File: config.mk
export PLATFORM = sky130hd
export DESIGN_NAME = core_boot_controller
export DESIGN_NICKNAME = d
export VERILOG_FILES = /design/src/rtl/core_boot_controller.sv
export SDC_FILE = /design/constraint.sdc
export NUM_CORES = 1
export LEC_CHECK = 0
export CORE_MARGIN = 2
export CORE_UTILIZATION = 30
export DETAILED_ROUTE_END_ITERATION = 6
export DONT_BUFFER_PORTS = 1
export PLACE_DENSITY_LB_ADDON = 0.3
export SLEW_MARGIN = 5
export SYNTH_ARGS = -nofsm -noshare
export SYNTH_HDL_FRONTEND = slang
export SYNTH_SLANG_ARGS = --single-unit
File: constraint.sdc
create_clock -name clock -period 2.05 [get_ports clock]
set_input_delay 0.41 -clock clock [delete_from_list [all_inputs] [get_ports clock]]
set_output_delay 0.41 -clock clock [all_outputs]
set_load 0.01 [all_outputs]
File: src/rtl/core_boot_controller.sv
// Launch sequencer for one RISC-V core: reset hold, start pulse, cycle count until halt, report pulse, result handshake.
// Optional watchdog on the run phase is compiled in with `define BOOT_TIMEOUT_EN.
module core_boot_controller #(
  parameter int ADDRESS_BITS   = 20,
  parameter int CYCLE_BITS     = 32,
  parameter int RESET_CYCLES   = 4,
  parameter int TIMEOUT_CYCLES = 1024
) (
  input  logic                    clock,
  input  logic                    reset,
  input  logic                    cmd_valid,
  output logic                    cmd_ready,
  input  logic [ADDRESS_BITS-1:0] cmd_address,
  output logic                    core_reset,
  output logic                    core_start,
  output logic [ADDRESS_BITS-1:0] core_prog_address,
  output logic                    core_report,
  input  logic                    core_halt,
  output logic                    done_valid,
  input  logic                    done_ready,
  output logic [CYCLE_BITS-1:0]   done_cycles,
  output logic                    done_timeout
);

  localparam logic [2:0] ST_IDLE   = 3'd0;
  localparam logic [2:0] ST_RESET  = 3'd1;
  localparam logic [2:0] ST_START  = 3'd2;
  localparam logic [2:0] ST_RUN    = 3'd3;
  localparam logic [2:0] ST_REPORT = 3'd4;
  localparam logic [2:0] ST_DONE   = 3'd5;

  localparam int                    RST_W    = (RESET_CYCLES > 1) ? $clog2(RESET_CYCLES) : 1;
  localparam logic [RST_W-1:0]      RST_LOAD = RST_W'(RESET_CYCLES - 1);
  localparam logic [RST_W-1:0]      RST_ONE  = RST_W'(1);
  localparam logic [CYCLE_BITS-1:0] CNT_ONE  = CYCLE_BITS'(1);
  localparam logic [CYCLE_BITS-1:0] CNT_MAX  = '1;

  if (RESET_CYCLES < 1) begin : g_bad_reset_cycles
    $error("core_boot_controller: RESET_CYCLES must be at least 1");
  end
  if (TIMEOUT_CYCLES < 1) begin : g_bad_timeout_cycles
    $error("core_boot_controller: TIMEOUT_CYCLES must be at least 1");
  end

  logic [2:0]              state_q, state_d;
  logic [RST_W-1:0]        rst_cnt_q, rst_cnt_d;
  logic [CYCLE_BITS-1:0]   cnt_q, cnt_d, cnt_inc;
  logic [ADDRESS_BITS-1:0] addr_q, addr_d;
  logic                    timeout_hit;

  logic                    core_reset_q, core_reset_d;
  logic                    core_start_q, core_start_d;
  logic [ADDRESS_BITS-1:0] prog_addr_q, prog_addr_d;
  logic                    core_report_q, core_report_d;
  logic                    done_valid_q, done_valid_d;
  logic [CYCLE_BITS-1:0]   done_cycles_q, done_cycles_d;
  logic                    done_timeout_q, done_timeout_d;

  // Run counter sticks at all-ones rather than wrapping.
  assign cnt_inc = (cnt_q == CNT_MAX) ? cnt_q : cnt_q + CNT_ONE;

`ifdef BOOT_TIMEOUT_EN
  localparam logic [CYCLE_BITS-1:0] TIMEOUT_VAL = CYCLE_BITS'(TIMEOUT_CYCLES);

  if (CYCLE_BITS < 32 && TIMEOUT_CYCLES >= (1 << CYCLE_BITS)) begin : g_bad_timeout_width
    $error("core_boot_controller: TIMEOUT_CYCLES does not fit in CYCLE_BITS");
  end

  assign timeout_hit = (cnt_inc == TIMEOUT_VAL);
`else
  assign timeout_hit = 1'b0;
`endif

  always_comb begin
    // NOTE: every signal assigned here gets a default first so no path leaves it unassigned (no latches).
    state_d        = state_q;
    rst_cnt_d      = rst_cnt_q;
    cnt_d          = cnt_q;
    addr_d         = addr_q;
    prog_addr_d    = prog_addr_q;
    done_cycles_d  = done_cycles_q;
    done_timeout_d = done_timeout_q;

    case (state_q)
      ST_IDLE: begin
        if (cmd_valid) begin
          addr_d    = cmd_address;
          cnt_d     = '0;
          rst_cnt_d = RST_LOAD;
          state_d   = ST_RESET;
        end
      end
      ST_RESET: begin
        if (rst_cnt_q == '0) begin
          prog_addr_d = addr_q;
          state_d     = ST_START;
        end else begin
          rst_cnt_d = rst_cnt_q - RST_ONE;
        end
      end
      ST_START: state_d = ST_RUN;
      ST_RUN: begin
        cnt_d = cnt_inc;
        // A halt in the same cycle as the watchdog expiry is a normal finish.
        if (core_halt || timeout_hit) begin
          done_cycles_d  = cnt_inc;
          done_timeout_d = timeout_hit & ~core_halt;
          state_d        = ST_REPORT;
        end
      end
      ST_REPORT: state_d = ST_DONE;
      ST_DONE: begin
        if (done_ready) state_d = ST_IDLE;
      end
      default: state_d = ST_IDLE;
    endcase

    // Outputs are decoded from the next state so the registered copies line up with the state.
    core_reset_d  = (state_d == ST_IDLE) || (state_d == ST_RESET);
    core_start_d  = (state_d == ST_START);
    core_report_d = (state_d == ST_REPORT);
    done_valid_d  = (state_d == ST_DONE);
  end

  always_ff @(posedge clock) begin
    // NOTE: state is updated with non-blocking assignments so all registers sample the same pre-edge values.
    if (reset) begin
      state_q        <= ST_IDLE;
      rst_cnt_q      <= '0;
      cnt_q          <= '0;
      addr_q         <= '0;
      core_reset_q   <= 1'b1;
      core_start_q   <= 1'b0;
      prog_addr_q    <= '0;
      core_report_q  <= 1'b0;
      done_valid_q   <= 1'b0;
      done_cycles_q  <= '0;
      done_timeout_q <= 1'b0;
    end else begin
      state_q        <= state_d;
      rst_cnt_q      <= rst_cnt_d;
      cnt_q          <= cnt_d;
      addr_q         <= addr_d;
      core_reset_q   <= core_reset_d;
      core_start_q   <= core_start_d;
      prog_addr_q    <= prog_addr_d;
      core_report_q  <= core_report_d;
      done_valid_q   <= done_valid_d;
      done_cycles_q  <= done_cycles_d;
      done_timeout_q <= done_timeout_d;
    end
  end

  assign cmd_ready         = (state_q == ST_IDLE) & ~reset;
  assign core_reset        = core_reset_q;
  assign core_start        = core_start_q;
  assign core_prog_address = prog_addr_q;
  assign core_report       = core_report_q;
  assign done_valid        = done_valid_q;
  assign done_cycles       = done_cycles_q;
  assign done_timeout      = done_timeout_q;

endmodule

==> impl_metrics.csv <==
group,metric,value,unit
status,status,"completed",
critical_path,cp.arrival,2280,ps
timing,tightestPinTransition,517,ps
cts,cts_tree,"done",
layout,diodes,0,
die,start_util,30.8,%
route,via_per_inst,5.13,
timing,fmax,519,MHz
layout,drive_above_1_share,18.0,%
timing,timing.final.crit_share,94.1,%
cts,clk_path_buf_depth,2,
route,wire_per_inst,16.5,µm
power,leakagePower,0.00217,µW
timing,skew,10.1,ps
critical_path,cp-start-kind,"register",
yosys,ys_dominant_reg_cell,"dfxtp_1",
grt,grt_pass1_wl,22.9,mm
die,row_count,47,
route,totalWireLength,14.5,mm
timing,period_minus_slack,1930,ps
place,hpwl,9.97,mm
worst_hold_path,hold_class,"input pin to register",
cts,ctsHtreeMaxLevel,4,
route,first_pass_iters,5,
timing,whs,68.7,ps
timing,rsz0062_at_grt,"false",
layout,nets,672,
yosys,synth-simple-area-share,27.5,%
cts,cts.clk_slew.worst_paths,50,ps
yosys,ys_seq_area_share,44.1,%
timing,relSlewSlack,65.2,%
yosys,synth_compound_area_share,17.9,%
job,drv_cap,0,
yosys,ys_async_sr_fraction,0,%
cts,clock_sinks,113,
grt,antenna_found_initial,0,
grt,grt_max_degree,97,
place,gp_congestion,0.894,
die,dieArea,18100,µm²
critical_path,crit_path_end_kind,"register",
yosys,synth_edf_count,0,
yosys,synth_top_family_by_area,"simple AND/OR/NAND/NOR gates",
power,ir_worst_vdd,0.540,mV
timing,setup_viol,0,
timing,drv_slew,0,
route,vias,4502,
yosys,synthCells,626,
cts,root_buffer,"clkbuf_16",
place,port_buffers,0,
timing,hold_violations,0,
power,pwr_density_cell,983,nW/µm²
critical_path,cp_max_fo,6,
die,die_w,135,µm
die,die_h,135,µm
yosys,synth.mux.area_fraction,0.391,%
route,postRouteAntennaNets,0,
yosys,syn_area,5120,µm²
yosys,syn_nets,653,
layout,syn_to_final_growth,22.5,%
yosys,synthXorXnorAreaFrac,4.61,%
die,ioPinCount,83,
grt,grt_pass1_vias,4276,
yosys,ys.warnings.count,0,
timing,tns,0,ps
yosys,synth-seq-cells,113,
cts,cts_buffers,17,
yosys,yosysUniqueCellTypes,54,
grt,overflow,0,
critical_path,cp.required,2400,ps
die,core_region_area,16600,µm²
yosys,synth_fa_ha_area_share,0.488,%
yosys,synth_area_per_cell,8.19,µm²
critical_path,critPathKind,"register to register",
grt,grt.total_usage,16.2,%
route,drtIter0Drc,404,
route,drc,0,
cts,insertion_delay,420,ps
## cell usage in the layout, fill, tap and decap left out, types with 3 or more instances in the layout
cell,n
nor2_2,4
and3_1,10
nand3_2,4
nand3_1,17
nand4_2,7
dfxtp_2,6
o21ai_0,6
inv_1,9
dfxtp_1,107
a211oi_1,28
nand2b_1,4
bufinv_16,5
nand2_1,118
clkinvlp_4,3
xor2_1,16
a31oi_1,22
nor2_1,48
buf_4,44
clkbuf_16,17
xnor2_1,11
o21ai_1,10
nor3_1,12
a21oi_1,68
or3_1,13
clkbuf_8,4
nand4_1,8
and2_1,6
o31ai_1,3
## sequential cells by signal, indices dropped and copies added (netlist names)
name               cells
core_reset             1
core_start             1
core_report            1
done_cycles           32
rst_cnt_q              2
cnt_q                 32
addr_q                20
state_q                3
done_valid             1
core_prog_address     20
## final timing paths
path / to / slack, ps / cells after the start / from
max reg2reg: cnt_q[25]$_SDFFE_PP0P_ / 120 / 7 / cnt_q[16]$_SDFFE_PP0P_
max: cnt_q[25]$_SDFFE_PP0P_ / 120 / 7 / cnt_q[16]$_SDFFE_PP0P_
min reg2reg: core_prog_address[14]$_SDFFE_PP0P_ / 450 / 2 / addr_q[14]$_SDFFE_PP0P_
min: done_cycles[12]$_SDFFE_PP0P_ / 70 / 1 / reset
## logic make-up (layout without fill, tap and decap cells)
group | after synthesis | count (layout)
flip-flops | 113 | 113
AO/OA/AOI/OAI | 151 | 151
multiplexers | 2 | 2
AND/OR/NAND/NOR | 274 | 274
other | 1 | 1
XOR/XNOR | 27 | 27
adder cells (fa/ha/maj) | 2 | 2
buffers and inverters | 56 | 87
## Yosys cell counts, drive strengths merged, types with 6 or more instances
cell type / n / area (µm²)
xnor2: 11 / 96.3
nand2: 119 / 449
a31oi: 22 / 138
buf: 13 / 85.1
o21ai: 16 / 80.1
or3: 13 / 81.3
a21oi: 69 / 349
xor2: 16 / 140
a211oi: 30 / 235
nand3: 22 / 125
clkbuf: 34 / 128
and2: 6 / 37.5
nand4: 15 / 138
and3: 13 / 86.3
dfxtp: 113 / 2260
nor2: 52 / 200
nor3: 16 / 106
inv: 9 / 33.8
## routing by layer
layer,vias to the layer above,track usage (%),share of wire [%]
met5,-,0,0
met4,0,6.20,2.0
met3,20,5.03,6.2
met2,134,25.9,47
met1,2104,20.5,45
li1,2244,-,-
## cell type report
type | count | area [µm²]
multi-input cells | 457 | 2660
repair buffers | 47 | 382
well taps | 220 | 275
inverters | 9 | 33.8
clock inverters | 9 | 178
clock buffers | 22 | 484
flip-flops and latches | 113 | 2270
fillers | 1681 | 10400
## timing repair
action / in CTS / in global routing
buffers inserted: 2 / 0
resized for setup: 0 / 16
hold buffers: 0 / 0
endpoints found under the setup margin: 2 / 31
pin swaps: 1 / 0
## stage by stage
stage / instance area [µm²] / instances / power [µW] / util [%] / setup slack [ps]
floorplan: 5120 / 626 / 2780 / - / 262
global placement: 5550 / 844 / 2920 / 33.4 / 100
detailed placement: 5550 / 844 / 2940 / 33.4 / 35.1
finish: 6280 / 877 / 6170 / 37.7 / 122
CTS: 6230 / 877 / 6240 / 37.4 / 43.8
global route: 6280 / 877 / 6400 / 37.7 / 0.136
## where the power goes
group / switching [µW] / internal, µW / leakage [µW] / total [µW]
logic: 321 / 166 / 0.000938 / 487
clock network: 1010 / 2270 / 0.000314 / 3280
registers: 95.5 / 2300 / 0.000918 / 2400
## worst max-delay path: stages (launching register included)
cell and delay, ps:
dfxtp_2 380, and4_2 300, nand3_2 170, nor3_4 260, buf_4 170, nand4_2 130, or3_1 380, o21ai_1 70
No activity file was read; power rests on OpenSTA's default activity.
